File: src/rtl/md_ctrl_pkg.sv
// md_ctrl_pkg: shared encodings for the multiply/divide sequencing controller.
//   - md_sel_e   : E-stage MD operation codes (4 bits)
//   - md_state_e : controller states
//   - is_md_start / is_md_div : op classification helpers
package md_ctrl_pkg;

   localparam int unsigned CntW = 4;

   typedef enum logic [3:0] {
      MD_NONE = 4'd0,
      MULT    = 4'd1,
      MULTU   = 4'd2,
      DIV     = 4'd3,
      DIVU    = 4'd4,
      MFHI    = 4'd5,
      MFLO    = 4'd6,
      MTHI    = 4'd7,
      MTLO    = 4'd8
   } md_sel_e;

   typedef enum logic [0:0] {
      StIdle = 1'b0,
      StRun  = 1'b1
   } md_state_e;

   // True for the four ops that occupy the MDU; codes 9..15 fall through as MD_NONE.
   function automatic logic is_md_start(logic [3:0] op);
      return (op == MULT) || (op == MULTU) || (op == DIV) || (op == DIVU);
   endfunction

   function automatic logic is_md_div(logic [3:0] op);
      return (op == DIV) || (op == DIVU);
   endfunction

endpackage

File: src/rtl/md_ctrl_if.sv
// md_ctrl_if: pipeline <-> MD controller signal bundle.
//   master : pipeline side (drives E/D-stage info, receives control)
//   slave  : md_ctrl side
//   e_valid, e_flush, e_md_sel[3:0], d_md_use          pipeline -> controller
//   md_start, md_op[3:0], md_busy, hilo_commit,
//   d_stall, perf_stall_cnt[15:0]                       controller -> pipeline
interface md_ctrl_if;

   logic        e_valid;
   logic        e_flush;
   logic [3:0]  e_md_sel;
   logic        d_md_use;
   logic        md_start;
   logic [3:0]  md_op;
   logic        md_busy;
   logic        hilo_commit;
   logic        d_stall;
   logic [15:0] perf_stall_cnt;

   modport master (
      output e_valid, e_flush, e_md_sel, d_md_use,
      input  md_start, md_op, md_busy, hilo_commit, d_stall, perf_stall_cnt
   );

   modport slave (
      input  e_valid, e_flush, e_md_sel, d_md_use,
      output md_start, md_op, md_busy, hilo_commit, d_stall, perf_stall_cnt
   );

endinterface

File: src/rtl/md_ctrl.sv
// md_ctrl: issue/latency sequencer for the E-stage multiply/divide unit.
//   clk   : system clock, rising edge
//   reset : asynchronous, active-high
//   bus   : md_ctrl_if.slave (E/D-stage inputs, start/op/busy/commit/stall/perf outputs)
// Parameters MULT_CYCLES / DIV_CYCLES (1..15): busy cycles after issue.
// Optional macro MD_PERF_EN builds a saturating stall-cycle counter on
// perf_stall_cnt; without it the output is tied to zero.
module md_ctrl
   import md_ctrl_pkg::*;
#(
   parameter int unsigned MULT_CYCLES = 5,
   parameter int unsigned DIV_CYCLES  = 10
) (
   input logic        clk,
   input logic        reset,
   md_ctrl_if.slave   bus
);

   if (MULT_CYCLES < 1 || MULT_CYCLES > 15) begin : g_bad_mult_cycles
      $error("md_ctrl: MULT_CYCLES must be in 1..15");
   end
   if (DIV_CYCLES < 1 || DIV_CYCLES > 15) begin : g_bad_div_cycles
      $error("md_ctrl: DIV_CYCLES must be in 1..15");
   end

   localparam logic [CntW-1:0] MultCnt = CntW'(MULT_CYCLES);
   localparam logic [CntW-1:0] DivCnt  = CntW'(DIV_CYCLES);

   md_state_e       state_q, state_d;
   logic [CntW-1:0] cnt_q, cnt_d;
   logic [3:0]      md_op_q, md_op_d;
   logic            issue_ok;
   logic            busy;

   assign busy = (state_q == StRun);

   // Reset gating keeps md_start/d_stall low while reset is held.
   assign issue_ok = ~reset & bus.e_valid & ~bus.e_flush & is_md_start(bus.e_md_sel) &
                     (state_q == StIdle);

   always_comb begin
      state_d         = state_q;
      cnt_d           = cnt_q;
      md_op_d         = md_op_q;
      bus.hilo_commit = 1'b0;
      unique case (state_q)
         StIdle: begin
            if (issue_ok) begin
               state_d = StRun;
               md_op_d = bus.e_md_sel;
               cnt_d   = is_md_div(bus.e_md_sel) ? DivCnt : MultCnt;
            end
         end
         StRun: begin
            // E-stage inputs are ignored here: an issued op always completes.
            cnt_d = cnt_q - 1'b1;
            if (cnt_q == CntW'(1)) begin
               bus.hilo_commit = 1'b1;
               state_d         = StIdle;
               md_op_d         = MD_NONE;
            end
         end
         default: begin
            state_d = StIdle;
            md_op_d = MD_NONE;
            cnt_d   = '0;
         end
      endcase
   end

   always_ff @(posedge clk or posedge reset) begin
      if (reset) begin
         state_q <= StIdle;
         cnt_q   <= '0;
         md_op_q <= MD_NONE;
      end else begin
         state_q <= state_d;
         cnt_q   <= cnt_d;
         md_op_q <= md_op_d;
      end
   end

   assign bus.md_start = issue_ok;
   assign bus.md_op    = md_op_q;
   assign bus.md_busy  = busy;
   assign bus.d_stall  = ~reset & bus.d_md_use & (busy | issue_ok);

`ifdef MD_PERF_EN
   logic [15:0] perf_q;

   always_ff @(posedge clk or posedge reset) begin
      if (reset) begin
         perf_q <= '0;
      end else if (bus.d_stall && (perf_q != 16'hFFFF)) begin
         perf_q <= perf_q + 16'd1;
      end
   end

   assign bus.perf_stall_cnt = perf_q;
`else
   assign bus.perf_stall_cnt = '0;
`endif

endmodule

File: src/flat_wrapper.sv
// flat-port wrapper written by rule: the top's interface ports become plain ports
module md_ctrl_flat import md_ctrl_pkg::*;
#(
   parameter int unsigned MULT_CYCLES = 5,
   parameter int unsigned DIV_CYCLES  = 10
)
  (clk, reset, bus_e_valid, bus_e_flush, bus_e_md_sel, bus_d_md_use, bus_md_start, bus_md_op, bus_md_busy, bus_hilo_commit, bus_d_stall, bus_perf_stall_cnt);
  md_ctrl_if bus_i ();
  input logic clk;
  input logic reset;
  input wire logic [$bits(bus_i.e_valid)-1:0] bus_e_valid;
  input wire logic [$bits(bus_i.e_flush)-1:0] bus_e_flush;
  input wire logic [$bits(bus_i.e_md_sel)-1:0] bus_e_md_sel;
  input wire logic [$bits(bus_i.d_md_use)-1:0] bus_d_md_use;
  output wire logic [$bits(bus_i.md_start)-1:0] bus_md_start;
  output wire logic [$bits(bus_i.md_op)-1:0] bus_md_op;
  output wire logic [$bits(bus_i.md_busy)-1:0] bus_md_busy;
  output wire logic [$bits(bus_i.hilo_commit)-1:0] bus_hilo_commit;
  output wire logic [$bits(bus_i.d_stall)-1:0] bus_d_stall;
  output wire logic [$bits(bus_i.perf_stall_cnt)-1:0] bus_perf_stall_cnt;
  assign bus_i.e_valid = bus_e_valid;
  assign bus_i.e_flush = bus_e_flush;
  assign bus_i.e_md_sel = bus_e_md_sel;
  assign bus_i.d_md_use = bus_d_md_use;
  assign bus_md_start = bus_i.md_start;
  assign bus_md_op = bus_i.md_op;
  assign bus_md_busy = bus_i.md_busy;
  assign bus_hilo_commit = bus_i.hilo_commit;
  assign bus_d_stall = bus_i.d_stall;
  assign bus_perf_stall_cnt = bus_i.perf_stall_cnt;
  md_ctrl #(.MULT_CYCLES(MULT_CYCLES), .DIV_CYCLES(DIV_CYCLES)) u_core (.clk(clk), .reset(reset), .bus(bus_i));
endmodule
File: config.mk
export PLATFORM = sky130hd
export DESIGN_NAME = md_ctrl_flat
export DESIGN_NICKNAME = d
export VERILOG_FILES = /design/src/rtl/md_ctrl_pkg.sv /design/src/rtl/md_ctrl_if.sv /design/src/rtl/md_ctrl.sv /design/src/flat_wrapper.sv
export SDC_FILE = /design/constraint.sdc
export NUM_CORES = 1
export LEC_CHECK = 0
export CORE_MARGIN = 4
export CORE_UTILIZATION = 45
export DETAILED_ROUTE_END_ITERATION = 8
export DONT_BUFFER_PORTS = 1
export HOLD_SLACK_MARGIN = 0.03
export PLACE_DENSITY = 0.71
export SYNTH_ARGS = -nofsm -noshare
export SYNTH_HDL_FRONTEND = slang
export SYNTH_SLANG_ARGS = --single-unit
File: constraint.sdc
create_clock -name clk -period 3.1 [get_ports clk]
set_input_delay 0.31 -clock clk [delete_from_list [all_inputs] [get_ports clk]]
set_output_delay 0.31 -clock clk [all_outputs]
set_load 0.01 [all_outputs]
-- Yosys cells after proc, flatten, opt, wreduce, memory -nomap -nowiden
Index checks and enable logic that the tools add are counted.
- equal/unequal tests: 7
- reductions and logical operators: 5
- $add $sub $neg: 1
- bitwise gates (word level): 10
- mux-type cells: 11
- operators by type and width (cell ; count):
    4-bit two-way mux ; 4
    4-bit one-hot mux with 2 select lines ; 2
    4-bit by 1-bit equality test with 1-bit output (second input constant) ; 2
    4-bit by 2-bit equality test with 1-bit output (second input constant) ; 2
    1-bit bitwise AND ; 6
    4-bit by 3-bit equality test with 1-bit output (second input constant) ; 1
    1-bit logical OR ; 4
    1-bit two-way mux ; 4
    4-bit by 1-bit subtractor with 4-bit output (second input constant) ; 1
    1-bit NOT ; 3
    2-bit by 1-bit != test with 1-bit output (second input constant) ; 1
    2-bit != test (second input constant) ; 1
    1-bit one-hot mux with 2 select lines ; 1
    2-bit AND reduction ; 1
    1-bit bitwise OR ; 1
- logic and storage cells: 37
- bits in registers: 9
- output and inout port bits: 24
- input bits: 9

-- Logic depth before layout (Yosys ltp)
- depth in word-level cells: 8
- depth in mapped cells: 6
- depth with buffers taken out: 5

-- Worst setup path after synthesis
Ideal clock, no wire load.
- path type: register to output
- start point: register u_core.state_q, in the netlist u_core.bus.md_busy
- end point: output bus_hilo_commit
- data required time: 2790 ps
- arrival: 1223 ps
- slack: 1567 ps
- cell stages (with the launch flop): 5
- cells stage by stage: dfrtp_1 -> buf_2 -> nand2b_1 -> or3b_2 -> inv_1
- word-level cells in the longest chain between the ends: 1
- ends and longest elaborated chain (item ; line ; RTL):
    start, declared ; md_ctrl.sv:29 ; md_state_e state_q, state_d;
    start signal, assigned ; md_ctrl.sv:73 ; state_q <= StIdle;
    start signal, assigned ; md_ctrl.sv:77 ; state_q <= state_d;
    1-bit two-way mux ; md_ctrl.sv:46 ; unique case (state_q)
    end, declared ; flat_wrapper.sv:18 ; output wire logic [$bits(bus_i.hilo_commit)-1:0] bus_hilo_commit;
No other way between the ends.

-- Final worst setup path
Ends and elaborated chain as after synthesis.

==> impl_metrics.tcl <==
set metrics [dict create \
    outcome "complete, no violations" \
    critPathSlowestCell "dfrtp_1" \
    layout-drive-gt1-share_pct 10.6 \
    wl_per_cell_um 13.2 \
    dp_cells 95 \
    drc_errors 0 \
    cts_max_level 1 \
    drv_slew 0 \
    final_antenna_net_count 0 \
    critPathMaxFanout 10 \
    area_growth_pct -4.28 \
    vias 542 \
    dieArea_mm2 0.00226 \
    cp_top_family "simple AND/OR/NAND/NOR gates" \
    fp.dieH_um 47.5 \
    setup.worst_path.start_class "flip-flop" \
    synthDistinctLibCells 26 \
    critical_path_class "flip-flop to output pin" \
    antenna_cells 0 \
    synthCells 84 \
    hold_path_end "u_core.bus.md_op[1]" \
    yosys_warnings 0 \
    vdd_ir_drop_max_mv 0.277 \
    finalCriticalPeriod_ns 1.92 \
    drt-total-wl_mm 1.32 \
    ios 33 \
    cts_root_buffer "clkbuf_4" \
    die_x_um 47.5 \
    place_congestion 0.797 \
    viasPerCell 5.42 \
    clockBufferDepth 2 \
    cts_tree "built" \
    period_share_pct 61.9 \
    cts.sinks 9 \
    grt_pass1_wl_mm 1.99 \
    cellPowerDensity_mw_per_mm2 770 \
    start_util_pct 50.8 \
    synth_seq_cells 9 \
    grt_pass1_vias 459 \
    numCtsBuffers 3 \
    first_iter_violations 11 \
    rows 13 \
    hold_viol_final 0 \
    instances_no_fill 100 \
    path_buf_inv 1 \
    track_usage_pct 13.3 \
    drtPass1Iterations 4 \
    regToRegSetupSlack_ns 1.58 \
    reg2regPathDepth 4 \
    port_buffers 0 \
    min_from "bus_e_md_sel[1]" \
    nFillCells 138 \
    hp-class "input pin to flip-flop" \
    cp_slowest_stage_delay_ns 0.57 \
    regToRegEndpoint "u_core.bus.md_busy" \
    antenna_found_initial 0 \
    crit_required_ns 2.79 \
    core_area_mm2 0.00138 \
    clock_skew_ns 0.00474 \
    seq_area_frac_synth_pct 32.1 \
    crit_chain "nand2b_1 > or3b_2 > inv_1" \
    hpwl_mm 1.04 \
    rsz0062_at_grt "false" \
    avgSynthCellArea_um2 8.36 \
    synth.cell_area_um2 702 \
    grt_max_degree 11 \
    finalSetupTns_ns 0 \
    fmax_mhz 521 \
    cap_violations 0 \
    worstSkewPairLatency_ns 0.26 \
    setup_viol 0 \
    crit_arrival_ns 1.61 \
    grt_overflow 0 \
    r2r_start "u_core.bus.md_busy" \
    hold_depth 2 \
    cp-end-kind "output pin" \
    fin_nets 97 \
    cts.clk_slew.worst_paths_ns 0.06 \
    power.leakage_nw 0.334 \
]
## per-stage QoR
stage               hold WS (ns)  total power [mW]  util [%]  instance area [um^2]  worst slack (ns)
finish                     0.162             0.517      48.6                   672              1.18
global route               0.158             0.569      48.6                   672              1.08
CTS                        0.160             0.523      48.6                   672              1.19
detailed placement         0.194             0.428      46.0                   636              1.42
global placement           0.181             0.423      46.0                   636              1.44
floorplan                  0.138             0.406         -                   758              1.57
## worst max-delay path by stage
stage / startpoint / end / slack [ns] / cells after the start
after global placement: bus_e_md_sel[3] / bus_d_stall / 1.44 / 3
after global routing: u_core.bus.md_busy / bus_hilo_commit / 1.08 / 3
final: u_core.bus.md_busy / bus_hilo_commit / 1.18 / 3
after floorplan: u_core.bus.md_busy / bus_hilo_commit / 1.57 / 4
after detailed placement: bus_e_md_sel[3] / bus_d_stall / 1.42 / 3
after CTS: u_core.bus.md_busy / bus_hilo_commit / 1.19 / 3
## sequential cells by signal (all words and copies together) (netlist names)
name	flops
u_core.cnt_q	4
u_core.bus.md_op	4
u_core.bus.md_busy	1
## area by class of cell
cell class / count / area (um^2) / area share [%]
repair buffers: 1 / 10.0 / 1.49
inverters: 6 / 22.5 / 3.35
flip-flops and latches: 9 / 225 / 33.5
multi-input cells: 65 / 369 / 54.9
well taps: 15 / 18.8 / 2.79
clock buffers: 4 / 26.3 / 3.91
## logic make-up after synthesis
logic type	after synthesis	synth area share, %
AND/OR/NAND/NOR	30	22.8
other	1	0.534
AO/OA/AOI/OAI	16	16.4
XOR/XNOR	1	1.25
buffers and inverters	25	23.4
adder cells (fa/ha/maj)	2	3.56
flip-flops	9	32.1
## timing repair
action	in CTS	in global routing
buffers inserted	0	0
resized for setup	0	0
hold endpoints to repair	9	0
hold buffers	1	0
## synth_stat cells
cell / count / area, um^2
nand3_1: 1 / 5.00
xnor2_1: 1 / 8.76
inv_1: 6 / 22.5
buf_2: 2 / 10.0
buf_4: 16 / 120
nand2b_1: 1 / 6.26
a32oi_1: 2 / 17.5
and2_1: 1 / 6.26
nor2_1: 7 / 26.3
o21ai_2: 3 / 26.3
buf_6: 1 / 11.3
nor3_1: 3 / 15.0
conb_1: 1 / 3.75
ha_1: 2 / 25.0
a31oi_1: 3 / 18.8
nor4b_4: 1 / 23.8
dfrtp_1: 9 / 225
nand2_1: 13 / 48.8
a221oi_2: 1 / 15.0
o21a_1: 1 / 7.51
a21oi_1: 1 / 5.00
o21ai_1: 1 / 5.00
o21ai_0: 4 / 20.0
and4bb_1: 1 / 12.5
or3b_2: 1 / 8.76
nor3b_1: 1 / 7.51
## cells in the final DEF (no fill, tap or decap)
master,instances
a221oi_2,1
and2_1,1
o21a_1,1
nand2_1,13
a21oi_1,1
conb_1,16
ha_1,2
a32oi_1,2
nor4b_4,1
xnor2_1,1
nand3_1,1
o21ai_1,1
nor3b_1,1
o21ai_2,3
clkbuf_1,1
clkbuf_4,3
or3b_2,1
nand2b_1,1
dfrtp_1,9
dlygate4sd3_1,1
and4bb_1,1
a31oi_1,3
o21ai_0,4
nor3_1,3
inv_1,6
nor2_1,7
## routing by layer
layer	vias up	track usage, %	part of all wire, %
met5	-	0	0
li1	250	-	-
met3	4	4.14	16
met2	40	19.5	41
met1	248	16.2	40
met4	0	9.94	2.4
## power by group
part	internal, mW	switching [mW]	total, mW
Clock	0.0497	0.0431	0.0928
Sequential	0.175	0.0781	0.253
Combinational	0.0768	0.0947	0.171
No activity file was read; power rests on OpenSTA's default activity.
